--- src/rtl/e_clock_mng_gen.sv ---
// rtl/e_clock_mng_gen.sv - SD card clock generator: glitch-free divider, stop handshake, counted bursts
module e_clock_mng_gen #(
    parameter int               DIV_W      = 10,
    parameter int               CNT_W      = 8,
    parameter logic [DIV_W-1:0] DIV_RST    = '1,
    parameter int               STABLE_CYC = 2
) (
    input  logic             sd_clk_2x,
    input  logic             rst_n,
    input  logic             clk_en,
    input  logic             sdio_on,
    input  logic [DIV_W-1:0] clock_div,
    input  logic             load_div,
    input  logic             stop_req,
    input  logic             burst_start,
    input  logic [CNT_W-1:0] burst_len,
    output logic             sd_clk,
    output logic             sd_clkn,
    output logic             sd_clk_rise,
    output logic             sd_clk_fall,
    output logic             clk_stable,
    output logic             stopped,
    output logic             burst_done,
    output logic [DIV_W-1:0] cur_div
);
    localparam int              SW         = $clog2(STABLE_CYC + 2);
    localparam logic [SW-1:0]   STABLE_TGT = SW'(STABLE_CYC);

    typedef enum logic [1:0] {S_OFF, S_RUN, S_BURST, S_STOP_PEND} state_t;

    state_t           r_state, w_state_nxt;
    logic [DIV_W-1:0] r_cnt, r_cur_div, r_shadow, w_cur_div_nxt;
    logic             r_shadow_vld, w_shadow_vld_nxt;
    logic             r_sd_clk, r_sd_clkn, r_clk_stable, r_burst_done;
    logic [CNT_W-1:0] r_burst_rem;
    logic [SW-1:0]    r_stable_cnt, w_stable_nxt;
    logic             w_tick, w_clk_nxt, w_xfer, w_done_nxt, w_burst_load;

    assign w_tick = (r_cnt == '0) &&
                    ((r_state == S_RUN) || (r_state == S_BURST) ||
                     ((r_state == S_STOP_PEND) && r_sd_clk));
    // Power loss parks the clock low immediately, even mid-high-phase.
    assign w_clk_nxt        = sdio_on && (r_state != S_OFF) && (r_sd_clk ^ w_tick);
    assign w_xfer           = r_shadow_vld && ((w_tick && r_sd_clk) || (r_state == S_OFF));
    assign w_cur_div_nxt    = w_xfer ? r_shadow : r_cur_div;
    assign w_shadow_vld_nxt = load_div || (r_shadow_vld && !w_xfer);

    always_comb begin
        w_state_nxt  = r_state;
        w_done_nxt   = 1'b0;
        w_burst_load = 1'b0;
        case (r_state)
            S_OFF: begin
                if (clk_en && sdio_on && burst_start) begin
                    if (burst_len == '0) begin
                        w_done_nxt = 1'b1;
                    end else begin
                        w_state_nxt  = S_BURST;
                        w_burst_load = 1'b1;
                    end
                end else if (clk_en && sdio_on && !stop_req) begin
                    w_state_nxt = S_RUN;
                end
            end
            S_RUN: begin
                if (!clk_en || stop_req) w_state_nxt = S_STOP_PEND;
            end
            S_BURST: begin
                if (!clk_en || stop_req) begin
                    w_state_nxt = S_STOP_PEND;
                end else if (w_tick && r_sd_clk && (r_burst_rem == '0)) begin
                    w_state_nxt = S_OFF;
                    w_done_nxt  = 1'b1;
                end
            end
            S_STOP_PEND: begin
                if (!r_sd_clk || w_tick) w_state_nxt = S_OFF;
            end
            default: w_state_nxt = S_OFF;
        endcase
        if (!sdio_on) begin
            w_state_nxt  = S_OFF;
            w_done_nxt   = 1'b0;
            w_burst_load = 1'b0;
        end
    end

    always_comb begin
        w_stable_nxt = r_stable_cnt;
        if (w_shadow_vld_nxt || (w_state_nxt == S_OFF)) begin
            w_stable_nxt = '0;
        end else if (w_tick && !r_sd_clk && (r_stable_cnt < STABLE_TGT)) begin
            w_stable_nxt = r_stable_cnt + SW'(1);
        end
    end

    always_ff @(posedge sd_clk_2x or negedge rst_n) begin
        if (!rst_n) begin
            r_state      <= S_OFF;
            r_sd_clk     <= 1'b0;
            r_sd_clkn    <= 1'b1;
            r_cnt        <= DIV_RST;
            r_cur_div    <= DIV_RST;
            r_shadow     <= DIV_RST;
            r_shadow_vld <= 1'b0;
            r_stable_cnt <= '0;
            r_clk_stable <= 1'b0;
            r_burst_rem  <= '0;
            r_burst_done <= 1'b0;
        end else begin
            r_state      <= w_state_nxt;
            r_sd_clk     <= w_clk_nxt;
            r_sd_clkn    <= ~w_clk_nxt;
            r_cur_div    <= w_cur_div_nxt;
            r_cnt        <= ((r_state == S_OFF) || w_tick || (w_state_nxt == S_OFF)) ?
                            w_cur_div_nxt : r_cnt - DIV_W'(1);
            if (load_div) r_shadow <= clock_div;
            r_shadow_vld <= w_shadow_vld_nxt;
            r_stable_cnt <= w_stable_nxt;
            r_clk_stable <= (w_stable_nxt >= STABLE_TGT);
            if (w_burst_load) begin
                r_burst_rem <= burst_len;
            end else if ((r_state == S_BURST) && w_tick && !r_sd_clk) begin
                r_burst_rem <= r_burst_rem - CNT_W'(1);
            end
            r_burst_done <= w_done_nxt;
        end
    end

    assign sd_clk      = r_sd_clk;
    assign sd_clkn     = r_sd_clkn;
    assign sd_clk_rise = w_clk_nxt && !r_sd_clk;
    assign sd_clk_fall = !w_clk_nxt && r_sd_clk;
    assign clk_stable  = r_clk_stable;
    assign stopped     = (r_state == S_OFF);
    assign burst_done  = r_burst_done;
    assign cur_div     = r_cur_div;
endmodule

--- config.mk ---
export PLATFORM = sky130hd
export DESIGN_NAME = e_clock_mng_gen
export DESIGN_NICKNAME = d
export VERILOG_FILES = /design/src/rtl/e_clock_mng_gen.sv
export SDC_FILE = /design/constraint.sdc
export NUM_CORES = 1
export LEC_CHECK = 0
export BUFFER_PORTS_ARGS = -buffer_cell sky130_fd_sc_hd__clkbuf_2
export CAP_MARGIN = 5
export CORE_MARGIN = 5
export CORE_UTILIZATION = 30
export CTS_CLUSTER_DIAMETER = 80
export DETAILED_ROUTE_END_ITERATION = 6
export MAX_ROUTING_LAYER = met4
export SLEW_MARGIN = 0
export SYNTH_ARGS = -nofsm -noshare
export SYNTH_HDL_FRONTEND = slang
export SYNTH_SLANG_ARGS = --single-unit
--- constraint.sdc ---
create_clock -name sd_clk_2x -period 2.7 [get_ports sd_clk_2x]
set_clock_uncertainty 0.1 [all_clocks]
set_input_delay 0.135 -clock sd_clk_2x [delete_from_list [all_inputs] [get_ports sd_clk_2x]]
set_output_delay 0.135 -clock sd_clk_2x [all_outputs]
set_load 0.03 [all_outputs]
After elaboration in Yosys (flattened, before gate mapping)
Index checks and enable logic that the tools add are counted.
{"block": "totals", "ff_bits": 47, "input_bits": 25, "output_inout_bits": 17, "word_cells": 84}
{"block": "classes", "n_addsub": 3, "n_lt_le_gt_ge": 2, "n_eq_ne": 3, "mux": 25, "n_bitwise": 2, "reduce_logical": 38}
{"cell": "10-bit two-way mux", "n": 2}
{"cell": "2-bit two-way mux", "n": 10}
{"cell": "1-bit logical AND", "n": 17}
{"cell": "8-bit logical NOT", "n": 2}
{"cell": "8-bit two-way mux", "n": 2}
{"cell": "10-bit logical NOT", "n": 1}
{"cell": "10-bit by 1-bit subtractor with 10-bit output, second input constant", "n": 1}
{"cell": "1-bit logical OR", "n": 9}
{"cell": "1-bit two-way mux", "n": 9}
{"cell": "2-bit one-hot mux with 4 select lines", "n": 1}
{"cell": "8-bit by 1-bit subtractor with 8-bit output, second input constant", "n": 1}
{"cell": "1-bit logical NOT", "n": 5}
{"cell": "2-bit equality test, second input constant", "n": 2}
{"cell": "2-bit logical NOT", "n": 2}
{"cell": "2-bit nonzero test", "n": 2}
{"cell": "2-bit by 1-bit adder with 2-bit output, second input constant", "n": 1}
{"cell": "2-bit by 1-bit equality test with 1-bit output, second input constant", "n": 1}
{"cell": "2-bit >= comparator, second input constant", "n": 1}
{"cell": "2-bit < comparator, second input constant", "n": 1}
{"cell": "1-bit one-hot mux with 2 select lines", "n": 1}
{"cell": "1-bit inverter", "n": 1}
{"cell": "1-bit bitwise XOR", "n": 1}

Depth between registers and ports, before layout
{"block": "depth", "word_depth": 14, "depth_mapped": 10, "depth_no_buf": 10}

Least setup slack after synthesis
Ideal clock, no wire load.
{"block": "synth_path", "kind": "register -> register", "from": "register r_cnt[0]", "to": "register r_cnt[0]", "setup_time_ns": 0.082, "arrival_time_ns": 2.724, "required_ns": 2.518, "setup_slack_ns": -0.207, "stages_incl_launch_ff": 11, "path_buffers": 0, "cell_sequence": "dfstp_2 -> inv_1 -> ha_1 -> or4b_1 -> nor4_2 -> ha_1 -> nand3b_1 -> nor4_4 -> o211ai_2 -> o21ai_4 -> mux2_2"}
{"block": "synth_between", "elab_chain_cells": 11, "elab_cells_between_ends": 18, "cone_classes": "add/sub: 1; mux: 7; reduce/logical: 10"}
{"element": "from (decl)", "line_no": "32", "text": "logic [DIV_W-1:0] r_cnt, r_cur_div, r_shadow, w_cur_div_nxt;"}
{"element": "from (signal assigned)", "line_no": "115", "text": "r_cnt <= ((r_state == S_OFF) || w_tick || (w_state_nxt == S_OFF)) ?"}
{"element": "10-bit logical NOT", "line_no": "39", "text": "assign w_tick = (r_cnt == '0) &&"}
{"element": "1-bit logical AND", "line_no": "39"}
{"element": "1-bit logical AND", "line_no": "44, 71"}
{"element": "1-bit logical AND", "line_no": "71", "text": "end else if (w_tick && r_sd_clk && (r_burst_rem == '0)) begin"}
{"element": "2-bit two-way mux", "line_no": "71"}
{"element": "2-bit two-way mux", "line_no": "69", "text": "if (!clk_en || stop_req) begin"}
{"element": "2-bit one-hot mux with 4 select lines", "line_no": "52", "text": "case (r_state)"}
{"element": "2-bit two-way mux", "line_no": "81", "text": "if (!sdio_on) begin"}
{"element": "2-bit logical NOT", "line_no": "115"}
{"element": "1-bit logical OR", "line_no": "115"}
{"element": "10-bit two-way mux (*)", "line_no": "115"}
Mark *: on every way between the ends. The rest lies on a longest branch, timed or not.
A chain may end at the register's enable or synchronous reset.

Final worst setup path
Same ends and word-level chain as after synthesis.

==> out/qor.yml <==
outcome:
  status: "finished, violations left"
  violations: "negative setup slack"
global_routing:
  grt_pass1_wl_mm: 9.10
  grt_pass1_vias: 1956
  grt_start_max_net_pins: 47
  antenna_found_initial: 0
  gr-total-overflow: 0
  grt.total_usage_pct: 11.6
cells_and_area:
  layout_commonest_cell: "clkbuf_2"
  layout_common_cells: "clkbuf_2 (39), dfstp_2 (31), buf_4 (30)"
  fin_area_um2: 3320
  final_nets: 332
  instances_no_fill: 399
  drive_above_1_share_pct: 54.2
  syn2layout_area_growth_pct: 38.8
  antennaDiodeCount: 0
sta:
  hold_violations: 0
  finalCritPeriodShare_pct: 108
  finalWorstSetupSlack_ns: -0.203
  slew_viol_final: 0
  tightest_slew_ns: 0.578
  grt_setup_unrepaired: "true"
  setup_viol_count_final: 14
  period_needed_ns: 2.90
  fmax_ghz: 0.344
  timing.slew.headroom_pct: 61.5
  whs_ns: 0.0324
yosys:
  yosysUniqueCellTypes: 41
  synth_nets: 238
  yosysWarnings: 0
  syn_avg_cell_area_um2: 11.8
  synthCells: 202
  syn_area_um2: 2390
  ys_ff_latch: 46
  ys_seq_area_share_pct: 49.8
clock_tree:
  clk_latency_ns: 0.30
  cts_sinks: 46
  cts_tree: "done"
  path_clk_slew_ns: 0.09
  cts.htree.levels: 2
  numCtsBuffers: 5
  clock_path_buffers: 2
  root_buffer: "clkbuf_8"
setup_path:
  reg2reg_slack_ns: -0.20
  cp-start-kind: "flip-flop"
  crit_fanout: 10
  cp-end-kind: "flip-flop"
  worst_r2r_path_depth: 11
  worstReg2RegStart: "r_cnt[0]"
  rr_endpoint: "r_cnt[0]"
  required_ns: 2.84
  cp.arrival_ns: 3.04
  path_class: "flip-flop to flip-flop"
die:
  die_h_um: 99.2
  die_area_um2: 9850
  initial_core_util_pct: 30.9
  rows: 32
  core_um2: 7730
  die_x_um: 99.2
  ios: 42
pwr:
  vdd_ir_drop_max_mv: 0.540
  p_leak_nw: 1.46
  powerDensity_nw_per_um2: 1010
place:
  port_buffers: 41
  place_ws_ns: -0.172
  post_dp_cell_area_um2: 2910
  post-dp-hpwl_mm: 3.69
  gp_congestion: 0.895
  dp.cells: 365
min_path:
  hp-class: "input pin to flip-flop"
  hp-start: "sdio_on"
  whs_endpoint: "burst_done"
  holdPathStages: 2
drt:
  drtIter0Drc: 56
  drtAntennaViolNets: 0
  finalWirelength_mm: 5.34
  post_drt_wl_per_cell_um: 13.4
  num_vias: 1836
  first_pass_iters: 4
  drc: 0
  vias_per_cell: 4.60
run:
  maxCapViolCount: 0
how the worst max path moves through the flow:
stage / start / to / slack (ns) / cells after the start
after global placement: r_cnt[0] / r_cnt[0] / -0.12 / 11
after global routing: r_cnt[0] / r_cnt[0] / -0.33 / 11
after floorplan: r_cnt[0] / r_cnt[0] / -0.12 / 10
after CTS: r_cnt[0] / r_cnt[7] / -0.24 / 11
final: r_cnt[0] / r_cnt[0] / -0.20 / 11
after detailed placement: r_cnt[0] / r_cnt[0] / -0.17 / 11
power breakdown:
group / internal [mW] / switching [mW]
registers: 1.06 / 0.173
clock network: 0.183 / 0.252
logic: 0.814 / 0.854
metal layers:
metal,part of all wire [%],track usage [%],vias to the layer above
li1,-,-,898
met2,47,19.1,38
met4,1.0,2.73,0
met5,0,-,-
met1,47,14.4,894
met3,4.7,2.59,6
flip-flops by register name (all words and copies together), names as in the netlist:
| name | flops |
|---|---|
| r_shadow_vld | 1 |
| r_stable_cnt | 1 |
| r_cnt | 10 |
| r_burst_rem | 8 |
| cur_div | 10 |
| r_state | 2 |
| sd_clk | 1 |
| sd_clkn | 1 |
| burst_done | 1 |
| clk_stable | 1 |
| r_shadow | 10 |
critical path: stages (launching register included):
cell	delay (ns)
dfstp_2	0.38
inv_2	0.08
ha_4	0.12
or4b_4	0.47
nor4_4	0.20
ha_2	0.23
nand3b_1	0.12
nor4_4	0.32
o211ai_2	0.15
o21ai_4	0.17
buf_12	0.15
mux2_2	0.33
cell usage after synthesis:
master    number  area share [%]
nor3b_1        1            0.31
a21o_1         2            0.63
nand2_1       11             1.7
a31oi_1        1            0.26
a311oi_1       1            0.37
nand3_1        3            0.63
and2_1         4             1.0
ha_1          11             5.8
nor2_1        10             1.6
o211ai_2       1            0.52
o31ai_1        1            0.31
inv_1         12             1.9
or4_4          2            0.94
nand2b_1       2            0.52
a211oi_1       1            0.31
xor2_1        10             3.7
nor4_1         3            0.79
nor4_4         2             1.8
nand3b_1       2            0.63
a22oi_1        1            0.31
dfrtp_1       15              16
or4b_1         1            0.42
o21ai_0       13             2.7
o21ai_2        1            0.37
nor4_2         1            0.52
mux2_2        29              14
nand4b_1       1            0.37
dfstp_2       31              34
o21ai_1        1            0.21
nand4_1        2            0.52
a22o_1         2            0.73
clkbuf_1       3            0.47
a21oi_1        5             1.0
and3_1         1            0.26
mux2_1         1            0.47
a41oi_1        1            0.37
or3b_2         1            0.37
o21ai_4        1            0.68
xnor2_1        4             1.5
nor2b_1        1            0.26
nor3_1         6             1.3
metrics by stage:
step	setup TNS (ns)	power (mW)	utilization [%]
after floorplan	-1.18	2.26	-
after global routing	-4.02	3.58	42.9
final	-2.38	3.34	42.9
after detailed placement	-1.65	2.77	37.7
after CTS	-2.92	3.30	42.1
after global placement	-1.12	2.76	37.7
final cells by class:
class | count | area, um2
flip-flops and latches | 46 | 1190
well taps | 102 | 128
fillers | 726 | 4410
repair buffers | 90 | 646
clock inverters | 3 | 20.0
multi-input cells | 141 | 1220
inverters | 12 | 45.0
clock buffers | 5 | 68.8
logic make-up (layout without fill, tap and decap cells):
logic type	after synthesis	after routing	synth area share, %
compound gates	32	32	8.85
xor+xnor	14	14	5.13
simple gates	54	54	13.9
flops	46	46	49.8
buf+inv	15	110	2.36
fa+ha+maj	11	11	5.76
mux	30	30	14.1
repair_timing:
item | 4_1_cts | 5_1_grt
buffers inserted | 5 | 3
gates resized for setup | 7 | 11
setup endpoints to repair | 12 | 15
hold buffers | 18 | 0
pin swaps | 1 | 8
hold endpoints to repair | 32 | 0
Power figures use the tool's default switching activity.
